File: config.mk
export PLATFORM = sky130hd
export DESIGN_NAME = fetch_stall_pipe
export DESIGN_NICKNAME = d
export VERILOG_FILES = /design/src/rtl/fetch_stall_pipe.sv
export SDC_FILE = /design/constraint.sdc
export NUM_CORES = 1
export LEC_CHECK = 0
export CORE_MARGIN = 4
export CORE_UTILIZATION = 45
export CTS_BUF_LIST = sky130_fd_sc_hd__clkbuf_16
export DETAILED_ROUTE_END_ITERATION = 12
export PLACE_DENSITY = 0.87
export SYNTH_ARGS = -nofsm -noshare
export SYNTH_HDL_FRONTEND = slang
export SYNTH_SLANG_ARGS = --single-unit
export TNS_END_PERCENT = 100
File: constraint.sdc
create_clock -name clk_i -period 4.04 [get_ports clk_i]
set_input_delay 1.212 -clock clk_i [delete_from_list [all_inputs] [get_ports clk_i]]
set_output_delay 1.212 -clock clk_i [all_outputs]
set_load 0.02 [all_outputs]
File: src/rtl/fetch_stall_pipe.sv
// Fetch-side hazard consumer: PC register, IF/ID register and ID/EX control with
// hold/flush/bubble semantics, saturating stall/bubble counters and a stall watchdog.
// Optional stall-agreement checker is built when FETCH_STALL_CHECK_EN is defined.
module fetch_stall_pipe #(
    parameter int              PC_W      = 32,
    parameter logic [PC_W-1:0] RESET_PC  = '0,
    parameter int              CTRL_W    = 10,
    parameter int              CNT_W     = 16,
    parameter int              MAX_STALL = 4
) (
    input  logic              clk_i,
    input  logic              rst_i,
    input  logic              pc_stall_i,
    input  logic              ifid_stall_i,
    input  logic              nop_ctrl_i,
    input  logic              branch_taken_i,
    input  logic [PC_W-1:0]   branch_target_i,
    input  logic [PC_W-1:0]   instr_i,
    input  logic [CTRL_W-1:0] ctrl_id_i,
    output logic [PC_W-1:0]   pc_o,
    output logic [PC_W-1:0]   ifid_pc4_o,
    output logic [PC_W-1:0]   ifid_instr_o,
    output logic              ifid_valid_o,
    output logic [CTRL_W-1:0] idex_ctrl_o,
    output logic [CNT_W-1:0]  stall_cnt_o,
    output logic [CNT_W-1:0]  bubble_cnt_o,
    output logic              stall_timeout_o,
    output logic              proto_err_o
);

    localparam int               RUN_W   = $clog2(MAX_STALL + 1);
    localparam logic [RUN_W-1:0] RUN_MAX = RUN_W'(MAX_STALL);
    localparam logic [CNT_W-1:0] CNT_MAX = '1;

    logic [PC_W-1:0]  pc_plus4;
    logic             ifid_hold;
    logic             bubble_ev;
    logic             bubble_force;
    logic [RUN_W-1:0] run_q;
    logic [RUN_W-1:0] run_next;

    // A branch in the same cycle cancels any hold, so neither counter nor watchdog sees it.
    // NOTE: every variable written here gets a value on every path, so no latch is inferred.
    always_comb begin
        pc_plus4     = pc_o + PC_W'(4);
        ifid_hold    = ifid_stall_i & ~branch_taken_i;
        bubble_ev    = nop_ctrl_i & ~branch_taken_i;
        bubble_force = branch_taken_i | nop_ctrl_i | ~ifid_valid_o;
        run_next     = '0;
        if (ifid_hold)
            run_next = (run_q == RUN_MAX) ? RUN_MAX : run_q + RUN_W'(1);
    end

    // NOTE: non-blocking assignments so every register samples pre-edge values.
    always_ff @(posedge clk_i) begin
        if (rst_i) begin
            pc_o            <= RESET_PC;
            ifid_pc4_o      <= '0;
            ifid_instr_o    <= '0;
            ifid_valid_o    <= 1'b0;
            idex_ctrl_o     <= '0;
            stall_cnt_o     <= '0;
            bubble_cnt_o    <= '0;
            stall_timeout_o <= 1'b0;
            run_q           <= '0;
        end else begin
            if (branch_taken_i)
                pc_o <= branch_target_i;
            else if (!pc_stall_i)
                pc_o <= pc_plus4;

            if (branch_taken_i) begin
                ifid_pc4_o   <= '0;
                ifid_instr_o <= '0;
                ifid_valid_o <= 1'b0;
            end else if (!ifid_stall_i) begin
                ifid_pc4_o   <= pc_plus4;
                ifid_instr_o <= instr_i;
                ifid_valid_o <= 1'b1;
            end

            idex_ctrl_o <= bubble_force ? '0 : ctrl_id_i;

            if (ifid_hold && stall_cnt_o != CNT_MAX)
                stall_cnt_o <= stall_cnt_o + CNT_W'(1);
            if (bubble_ev && bubble_cnt_o != CNT_MAX)
                bubble_cnt_o <= bubble_cnt_o + CNT_W'(1);

            run_q <= run_next;
            if (run_next == RUN_MAX)
                stall_timeout_o <= 1'b1;
        end
    end

`ifdef FETCH_STALL_CHECK_EN
    // The three hazard controls come from one load-use detector and must agree.
    always_ff @(posedge clk_i) begin
        if (rst_i)
            proto_err_o <= 1'b0;
        else if ((pc_stall_i != ifid_stall_i) || (ifid_stall_i != nop_ctrl_i))
            proto_err_o <= 1'b1;
    end
`else
    assign proto_err_o = 1'b0;
`endif

endmodule

After elaboration in Yosys (flattened, before gate mapping)
Cells that the tools add are included.
{ "word_totals": {"input_bits": 80, "reg_bits": 143, "out_inout_bits": 141, "wordCells": 32} }
{ "op_classes": {"muxes": 4, "n_reduce_logical": 4, "addsub": 4, "n_eq_ne": 5, "bitwise": 6} }
{ "op_table": {"columns": ["cell", "n"], "rows": [
  ["$mux W32", 2],
  ["$add A16 B1 Y16 const B", 2],
  ["$add A32 B3 Y32 const B", 1],
  ["$ne A16 B16 Y1 const B", 2],
  ["$eq A3 B3 Y1 const B", 2],
  ["$mux W3", 2],
  ["$reduce_or A2 Y1", 2],
  ["$add A3 B1 Y3 const B", 1],
  ["$and A1 B1 Y1", 2],
  ["$logic_and A1 B1 Y1", 2],
  ["$ne A2 B1 Y1 const B", 1],
  ["$not A1 Y1", 2],
  ["$or A1 B1 Y1", 2]
]} }

Depth between registers and ports, before layout
Gate-level depths: netlist of the first run.
{ "depth": {"depth_word": 4, "depth_mapped": 7, "ltp_nobuf": 6} }

Least setup slack after synthesis of the first run
OpenSTA, ideal clock, no wires.
{ "synth_timing": {"path_type": "in2reg", "from": "input pc_stall_i", "to": "register pc_o[16]", "path_slack_ns": 1.533, "setup_time_ns": 0.091, "cell_stages": 5, "arrival_time_ns": 2.416, "path_cell_list": "clkbuf_1 and4b_1 nand4_1 or3_1 a311oi_1"} }
{ "synth_between": {"elab_chain_len": 1} }
{ "synth_lines": {"columns": ["item", "line_no", "rtl"], "rows": [
  ["start, declared", "13", "input logic pc_stall_i,"],
  ["$ne A2 B1 Y1 (no line)", null, null],
  ["end signal, assigned", "68", "pc_o <= branch_target_i;"],
  ["end signal, assigned", "70", "pc_o <= pc_plus4;"],
  ["end, declared", "20", "output logic [PC_W-1:0] pc_o,"]
]} }
Every way passes these cells.
A chain may end at the register's enable or synchronous reset.

Worst setup path in the final report of the first run
{ "layout_timing": {"from": "register pc_o[5]", "to": "output pc_o[5]"} }
No word-level cell between the ends.

==> flow_metrics.py, run 1 <==
metrics = {
    "hold_path": {
        "hp-class": "flip-flop to flip-flop",
    },
    "clock_network": {
        "clk_pin_slew_ps": 50,
        "cts_resized": 0,
        "tritoncts": "done",
        "cts_buffers": 17,
        "htreeDepth": 4,
        "post_cts_buffers": 0,
        "insertion_delay_ps": 410,
        "cts.sinks": 143,
        "cts_buffer_depth": 2,
        "hold_buffers": 0,
        "clock-root-buffer": "clkbuf_16",
    },
    "grt": {
        "antenna_found_initial": 0,
        "grt_pass1_wl_um": 29400,
        "grt_start_max_net_pins": 62,
        "grt.overflow.total": 0,
        "track_usage_pct": 22.4,
        "grt_pass1_vias": 5703,
    },
    "sta": {
        "slew_viol_final": 0,
        "tns_ps": 0,
        "slew_headroom_pct": 48.1,
        "finalClockSkew_ps": 7.11,
        "fmax_mhz": 345,
        "fin_crit_sh_pct": 71.8,
        "period_needed_ps": 2900,
        "rsz0062_at_grt": "no",
        "setup-violations-final": 0,
        "worst_pin_slew_ps": 777,
        "hold_viol": 0,
        "hold_slack_ps": 467,
    },
    "route": {
        "wl_um": 18200,
        "drtIter0Drc": 462,
        "vias_per_cell": 5.34,
        "drc": 0,
        "ant_nets": 0,
        "vias": 5968,
        "drt-pass1-iter-count": 4,
        "wl_per_cell_um": 16.3,
    },
    "placement": {
        "routabilityCongestion": 0.871,
        "place_inst": 1087,
        "dp_hpwl_um": 13200,
        "port_buffers": 219,
    },
    "setup_path": {
        "path_class": "flip-flop to output pin",
        "arrival_ps": 1690,
        "cp-start-kind": "flip-flop",
        "path_buf_inv": 1,
        "worstPathRequired_ps": 2830,
        "path_max_fanout": 7,
        "crit_family": "buffers and inverters",
        "crit_chain": "clkdlybuf4s50_1",
        "crit_slowest_cell": "clkdlybuf4s50_1",
        "max_stage_delay_ps": 760,
        "cp-end-kind": "output pin",
    },
    "yosys": {
        "ys_seq_area_share_pct": 44.4,
        "synth-edff-count": 0,
        "ys.flop_type": "dfxtp_1",
        "synth_warnings": 0,
        "syn_avg_cell_area_um2": 8.86,
        "synth-async-reset-ratio_pct": 0,
        "synthTopCellsByArea": "dfxtp_1 (44%), nor2_1 (7.2%), mux2i_1 (6.7%), xnor2_1 (5.8%), xor2_1 (4.6%)",
        "synth_seq_cells": 143,
        "mappedNetlistNets": 813,
        "synth_top_area_share_pct": 44.4,
        "synth.distinct_cells": 53,
        "synthesis.area_mm2": 0.00645,
        "synth_top_cell_by_area": "dfxtp_1",
        "synthesis.instances": 728,
    },
    "finish": {
        "antenna_cells": 0,
        "layout-drive-gt1-share_pct": 5.66,
        "instances_no_fill": 1117,
        "area_delta_synth_final_pct": 43.8,
        "fin_nets": 1011,
        "fillers": 1128,
    },
    "floorplanning": {
        "die_area_mm2": 0.0163,
        "core_area_mm2": 0.0139,
        "dieWidth_um": 128,
        "initial_core_util_pct": 46.3,
        "die_y_um": 128,
        "num_io_pins": 221,
        "rows": 43,
    },
    "power": {
        "power_per_cell_area_mw_per_mm2": 370,
        "power_frac_comb_pct": 12.0,
        "power.switching_w": 0.000819,
        "p_int_w": 0.00261,
        "switching_share_pct": 23.9,
        "p_leak_nw": 3.39,
        "p_seq_share_pct": 44.2,
        "power_frac_clock_pct": 43.8,
        "ir_drop_mv": 0.304,
    },
    "run_status": {
        "outcome": "completed",
    },
    "flow_run": {
        "cap_violations": 0,
    },
}
[power by group through the flow]
| stage | logic (W) | clock network (W) | registers (W) |
|---|---|---|---|
| floorplan | 0.000165 | 0 | 0.00158 |
| global placement | 0.000407 | 0 | 0.00155 |
| detailed placement | 0.000412 | 0 | 0.00155 |
| CTS | 0.000414 | 0.00153 | 0.00152 |
| global route | 0.000442 | 0.00159 | 0.00153 |
| finish | 0.000411 | 0.00150 | 0.00152 |
[routing by layer]
metal	vias to the layer above	share of wire, %	global-route usage (%)
met3	33	10	8.96
met1	2765	41	27.6
met4	0	2.4	9.80
met5	-	0	0
li1	2936	-	-
met2	234	46	34.7
[cell usage after synthesis, types with 3 or more instances]
cell,instances
a211oi_1,21
a21oi_1,38
and2_1,12
and3_1,13
and4_1,8
buf_1,6
buf_2,10
buf_4,3
clkbuf_1,31
dfxtp_1,143
ha_1,5
inv_1,7
mux2i_1,43
nand2_1,33
nand3_1,16
nand4_1,26
nor2_1,124
nor2b_1,3
nor3_1,22
nor3_2,3
nor4_1,11
o2111ai_1,3
o21ai_0,27
or2_2,3
or3_1,7
xnor2_1,43
xor2_1,34
[kinds of logic after synthesis]
logic type      after synthesis  synth area share, %
compound gates              103                 9.68
xor+xnor                     77                 10.5
fa+ha+maj                     5                0.970
buf+inv                      59                 3.92
flops                       143                 44.4
mux                          44                 6.85
other cells                   1               0.0581
simple gates                296                 23.7
[final timing paths]
path	from	to	slack, ps	cells past startpoint
setup / recovery	pc_o[5]	pc_o[5]	1140	1
hold / removal	ifid_pc4_o[23]	ifid_pc4_o[23]	470	2
setup reg to reg	pc_o[2]	pc_o[30]	1300	6
hold reg to reg	ifid_pc4_o[23]	ifid_pc4_o[23]	470	2
[cell usage in the layout, fill, tap and decap left out, types with 21 or more instances in the layout]
| cell | n |
|---|---|
| a21oi_1 | 38 |
| mux2i_1 | 43 |
| dfxtp_1 | 143 |
| xnor2_1 | 43 |
| nand2_1 | 33 |
| nor3_1 | 22 |
| a211oi_1 | 21 |
| nand4_1 | 26 |
| o21ai_0 | 27 |
| nor2_1 | 124 |
| clkdlybuf4s50_1 | 217 |
| xor2_1 | 34 |
[flip-flops by register name (all words and copies together) (netlist names)]
name             count
stall_cnt_o         16
ifid_instr_o        32
run_q                3
bubble_cnt_o        16
ifid_pc4_o          32
idex_ctrl_o         10
ifid_valid_o         1
stall_timeout_o      1
pc_o                32
[cell type report]
type | count | area, um2 | area share [%]
clock inverter | 13 | 133 | 1.43
clock buffer | 17 | 425 | 4.59
timing repair buffer | 230 | 2260 | 24.4
multi-input combinational | 526 | 3330 | 36.0
tap | 180 | 225 | 2.43
inverter | 8 | 30.0 | 0.324
sequential | 143 | 2860 | 30.9
[metrics by stage]
step / worst slack, ps / area, um2 / util (%) / power [W]
2_1_floorplan: 1530 / 6450 / - / 0.00175
3_3_place_gp: 935 / 8720 / 62.6 / 0.00195
3_5_place_dp: 870 / 8720 / 62.6 / 0.00196
4_1_cts: 1110 / 9280 / 66.6 / 0.00347
5_1_grt: 1050 / 9280 / 66.6 / 0.00356
6_report: 1140 / 9280 / 66.6 / 0.00343
Power figures use the tool's default switching activity.
==> run 2, diff against run 1 <==
==> constraint.sdc (replaced) <==
create_clock -name clk_i -period 2.7 [get_ports clk_i]
set_input_delay 0.81 -clock clk_i [delete_from_list [all_inputs] [get_ports clk_i]]
set_output_delay 0.81 -clock clk_i [all_outputs]
set_load 0.02 [all_outputs]
==> run 2 against run 1 <==
Total power grew 47%. Non-clock buffer count grew 14. Die area is the same. Cell count grew 1.3%. Clock skew shrank 0.98 ps. Worst setup slack lost 900 ps. Global-route usage grew 0.58 points. Critical path type unchanged. Routed wire length grew 3.3%. Worst hold slack gained 2.0 ps. Critical path depth is the same. Core utilization grew 0.99 points. Design area grew 1.5%.
==> flow_metrics.py, run 2 (synthesis results as in run 1) <==
metrics = {
    "route": {
        "drtIter0Drc": 514,
        "drc": 0,
        "ant_nets": 0,
        "wl_um": 18800,
        "drt-pass1-iter-count": 5,
        "wl_per_cell_um": 16.6,
        "vias": 6105,
        "vias_per_cell": 5.39,
    },
    "finish": {
        "fillers": 1112,
        "layout_common_cells": "clkdlybuf4s50_1 (217), dfxtp_1 (143), nor2_1 (124)",
        "layout-drive-gt1-share_pct": 7.56,
        "reg.largest.list": "ifid_instr_o: 32 flops, ifid_pc4_o: 32 flops, pc_o: 32 flops",
        "utilization_pct": 67.5,
        "fin_nets": 1025,
        "antenna_cells": 0,
        "layout_commonest_cell": "clkdlybuf4s50_1",
        "area_delta_synth_final_pct": 45.9,
    },
    "grt": {
        "track_usage_pct": 23.0,
        "grt_pass1_vias": 6034,
        "grt.overflow.total": 0,
        "grt_pass1_wl_um": 30100,
        "antenna_found_initial": 0,
        "grt_start_max_net_pins": 59,
    },
    "run_status": {
        "outcome": "completed",
    },
    "placement": {
        "routabilityCongestion": 0.910,
        "port_buffers": 219,
        "dp_hpwl_um": 13700,
    },
    "setup_path": {
        "cp-start-kind": "flip-flop",
        "path_max_fanout": 9,
        "crit_family": "buffers and inverters",
        "worstPathRequired_ps": 1890,
        "path_class": "flip-flop to output pin",
        "arrival_ps": 1650,
        "cp-end-kind": "output pin",
        "crit_chain": "clkdlybuf4s50_1",
        "r2r_setup_slack_ps": 530,
        "crit_slowest_cell": "clkdlybuf4s50_1",
        "max_stage_delay_ps": 690,
        "path_buf_inv": 1,
    },
    "sta": {
        "fmax_mhz": 406,
        "setup-violations-final": 0,
        "slew_viol_final": 0,
        "worst_pin_slew_ps": 709,
        "slew_headroom_pct": 52.7,
        "hold_viol": 0,
        "fin_crit_sh_pct": 91.2,
        "rsz0062_at_grt": "no",
        "finalClockSkew_ps": 6.13,
        "tns_ps": 0,
        "period_needed_ps": 2460,
    },
    "clock_network": {
        "cts.sinks": 143,
        "cts_buffers": 17,
        "cts_buffer_depth": 2,
        "insertion_delay_ps": 410,
        "cts_resized": 0,
        "clock-root-buffer": "clkbuf_16",
        "clk_pin_slew_ps": 60,
        "post_cts_buffers": 0,
        "hold_buffers": 0,
        "tritoncts": "done",
        "htreeDepth": 4,
    },
    "power": {
        "ir_drop_mv": 0.415,
        "p_leak_nw": 3.45,
        "power_per_cell_area_mw_per_mm2": 536,
    },
    "flow_run": {
        "cap_violations": 0,
    },
    "hold_path": {
        "hp-class": "flip-flop to flip-flop",
    },
    "floorplanning": {
        "rows": 43,
        "die_y_um": 128,
        "initial_core_util_pct": 46.3,
        "dieWidth_um": 128,
        "num_io_pins": 221,
        "die_area_mm2": 0.0163,
        "core_area_mm2": 0.0139,
    },
}
==> run 2: cell count changes in the layout (fill, tap and decap cells not counted), sizes merged <==
| cell | delta |
|---|---|
| buf | +14 |
| bufinv | -2 |
| clkinv | +2 |
| clkinvlp | +4 |
| inv | -3 |
==> run 2: area by class of cell <==
cell class / count / area, um2 / area share [%]
multi-input combinational: 526 / 3330 / 35.4
timing repair buffer: 244 / 2430 / 25.8
tap: 180 / 225 / 2.39
inverter: 8 / 30.0 / 0.319
clock inverter: 14 / 103 / 1.09
sequential: 143 / 2860 / 30.4
clock buffer: 17 / 425 / 4.52
==> run 2: worst paths after layout <==
check / to / cells past startpoint / startpoint
max: pc_o[14] / 1 / pc_o[14]
min: ifid_pc4_o[23] / 2 / ifid_pc4_o[23]
max reg2reg: pc_o[20] / 7 / pc_o[3]
min reg2reg: ifid_pc4_o[23] / 2 / ifid_pc4_o[23]
==> run 2: routing by layer <==
layer / GRT usage, % / up-vias / routed length (um)
met5: 0 / - / 0
met4: 7.49 / 0 / 308
met3: 9.33 / 27 / 2020
met2: 38.1 / 271 / 8890
met1: 27.2 / 2851 / 7620
li1: - / 2956 / -
==> run 2: power breakdown <==
part	leakage, nW	internal, W	switching [W]
Combinational	2.04	0.000338	0.000311
Clock	0.246	0.00124	0.000889
Sequential	1.17	0.00218	0.0000851
==> run 2: through the flow <==
step	power (W)	instances	worst slack (ps)	instance area (um2)	hold WS, ps
after floorplan	0.00261	728	595	6450	442
after global placement	0.00295	1101	187	8880	450
after detailed placement	0.00296	1101	138	8880	456
after CTS	0.00508	1132	246	9410	473
after global routing	0.00521	1132	188	9410	501
final	0.00504	1132	239	9410	469
==> run 3, diff against run 2 <==
--- a/config.mk
+++ b/config.mk
@@ -9,6 +9,7 @@
 export CORE_UTILIZATION = 45
 export CTS_BUF_LIST = sky130_fd_sc_hd__clkbuf_16
 export DETAILED_ROUTE_END_ITERATION = 12
+export MAX_ROUTING_LAYER = met4
 export PLACE_DENSITY = 0.87
 export SYNTH_ARGS = -nofsm -noshare
 export SYNTH_HDL_FRONTEND = slang
==> run 3 against run 2 <==
Sequential cell count stayed put. Worst hold slack got worse by 0.56 ps. Global-route usage increased by 0.65 points. Largest power group unchanged.
==> flow_metrics.py, run 3 (synthesis results as in run 1) <==
metrics = {
    "clock_network": {
        "cts_resized": 0,
        "insertion_delay_ps": 420,
        "clock-root-buffer": "clkbuf_16",
        "tritoncts": "done",
        "clk_pin_slew_ps": 60,
        "htreeDepth": 4,
        "post_cts_buffers": 0,
        "cts.sinks": 143,
        "hold_buffers": 0,
        "cts_buffers": 17,
        "cts_buffer_depth": 2,
    },
    "flow_run": {
        "cap_violations": 0,
    },
    "route": {
        "drtIter0Drc": 487,
        "vias_per_cell": 5.40,
        "wl_per_cell_um": 16.7,
        "vias": 6108,
        "wl_um": 18900,
        "ant_nets": 0,
        "drc": 0,
        "drt-pass1-iter-count": 5,
    },
    "floorplanning": {
        "rows": 43,
        "num_io_pins": 221,
        "die_y_um": 128,
        "dieWidth_um": 128,
        "initial_core_util_pct": 46.3,
        "core_area_mm2": 0.0139,
        "die_area_mm2": 0.0163,
    },
    "sta": {
        "finalClockSkew_ps": 7.54,
        "tns_ps": 0,
        "slew_viol_final": 0,
        "worst_pin_slew_ps": 716,
        "setup-violations-final": 0,
        "period_needed_ps": 2460,
        "slew_headroom_pct": 52.2,
        "rsz0062_at_grt": "no",
        "hold_slack_ps": 468,
        "hold_viol": 0,
        "fmax_mhz": 406,
        "fin_crit_sh_pct": 91.2,
    },
    "placement": {
        "placed_cell_area_mm2": 0.00888,
        "port_buffers": 219,
        "routabilityCongestion": 0.926,
        "dp_hpwl_um": 13700,
        "place_inst": 1101,
    },
    "power": {
        "power_per_cell_area_mw_per_mm2": 535,
        "ir_drop_mv": 0.414,
        "p_leak_nw": 3.45,
        "total_power_w": 0.00504,
    },
    "finish": {
        "fin_nets": 1025,
        "layout_common_cells": "clkdlybuf4s50_1 (217), dfxtp_1 (143), nor2_1 (124)",
        "area_delta_synth_final_pct": 45.9,
        "layout-drive-gt1-share_pct": 7.56,
        "instances_no_fill": 1132,
        "layout_commonest_cell": "clkdlybuf4s50_1",
        "reg.largest.list": "ifid_instr_o: 32 flops, ifid_pc4_o: 32 flops, pc_o: 32 flops",
        "design_area_mm2": 0.00941,
        "antenna_cells": 0,
    },
    "setup_path": {
        "r2r_setup_slack_ps": 530,
        "path_max_fanout": 9,
        "cp-end-kind": "output pin",
        "cp-start-kind": "flip-flop",
        "path_buf_inv": 1,
        "crit_slowest_cell": "clkdlybuf4s50_1",
        "r2r_end": "pc_o[20]",
        "max_stage_delay_ps": 690,
        "worstPathRequired_ps": 1890,
        "path_class": "flip-flop to output pin",
        "reg2reg_from": "pc_o[3]",
        "crit_chain": "clkdlybuf4s50_1",
        "r2r_cells": 7,
        "crit_family": "buffers and inverters",
        "arrival_ps": 1650,
    },
    "grt": {
        "track_usage_pct": 23.7,
        "grt_start_max_net_pins": 59,
        "grt.overflow.total": 0,
        "antenna_found_initial": 0,
        "grt_pass1_wl_um": 30100,
        "grt_pass1_vias": 6059,
    },
    "hold_path": {
        "hp-class": "flip-flop to flip-flop",
        "min_from": "ifid_pc4_o[23]",
        "whs_path_depth": 2,
        "whs_endpoint": "ifid_pc4_o[23]",
    },
    "run_status": {
        "outcome": "completed",
    },
}
[run 3: how the worst max path moves through the flow]
stage	cells after the start	start	to
global placement	5	pc_stall_i	pc_o[16]
floorplan	5	pc_stall_i	pc_o[16]
global route	1	pc_o[14]	pc_o[14]
CTS	1	pc_o[14]	pc_o[14]
detailed placement	5	pc_stall_i	pc_o[22]
finish	1	pc_o[14]	pc_o[14]
[run 3: through the flow]
step	util (%)	setup slack, ps
2_1_floorplan	-	595
3_3_place_gp	63.8	187
3_5_place_dp	63.8	138
4_1_cts	67.5	246
5_1_grt	67.5	188
6_report	67.5	237
[run 3: metal layers]
layer,part of all wire [%],vias up,global-route usage [%]
li1,-,2958,-
met4,1.6,0,7.49
met2,47,268,38.0
met1,42,2858,28.0
met5,0,-,-
met3,9.2,24,8.17
[run 3: layout make-up]
class,count,area (um2)
inverters,8,30.0
clock buffers,17,425
repair buffers,244,2430
well taps,180,225
flip-flops and latches,143,2860
fillers,1112,4520
multi-input cells,526,3330
clock inverters,14,103
[run 3: worst reg2reg max path, cell delays in order (launching register included)]
cell and delay, ps:
dfxtp_1 460, ha_1 310, and3_1 250, nand4_1 110, buf_4 210, nor4_1 330, xnor2_1 110, a211oi_1 280
[run 3: report_power, final]
group	switching (W)	total [W]	internal [W]
clock network	0.000883	0.00212	0.00124
registers	0.0000853	0.00227	0.00218
logic	0.000312	0.000650	0.000338
total	0.00128	0.00504	0.00376
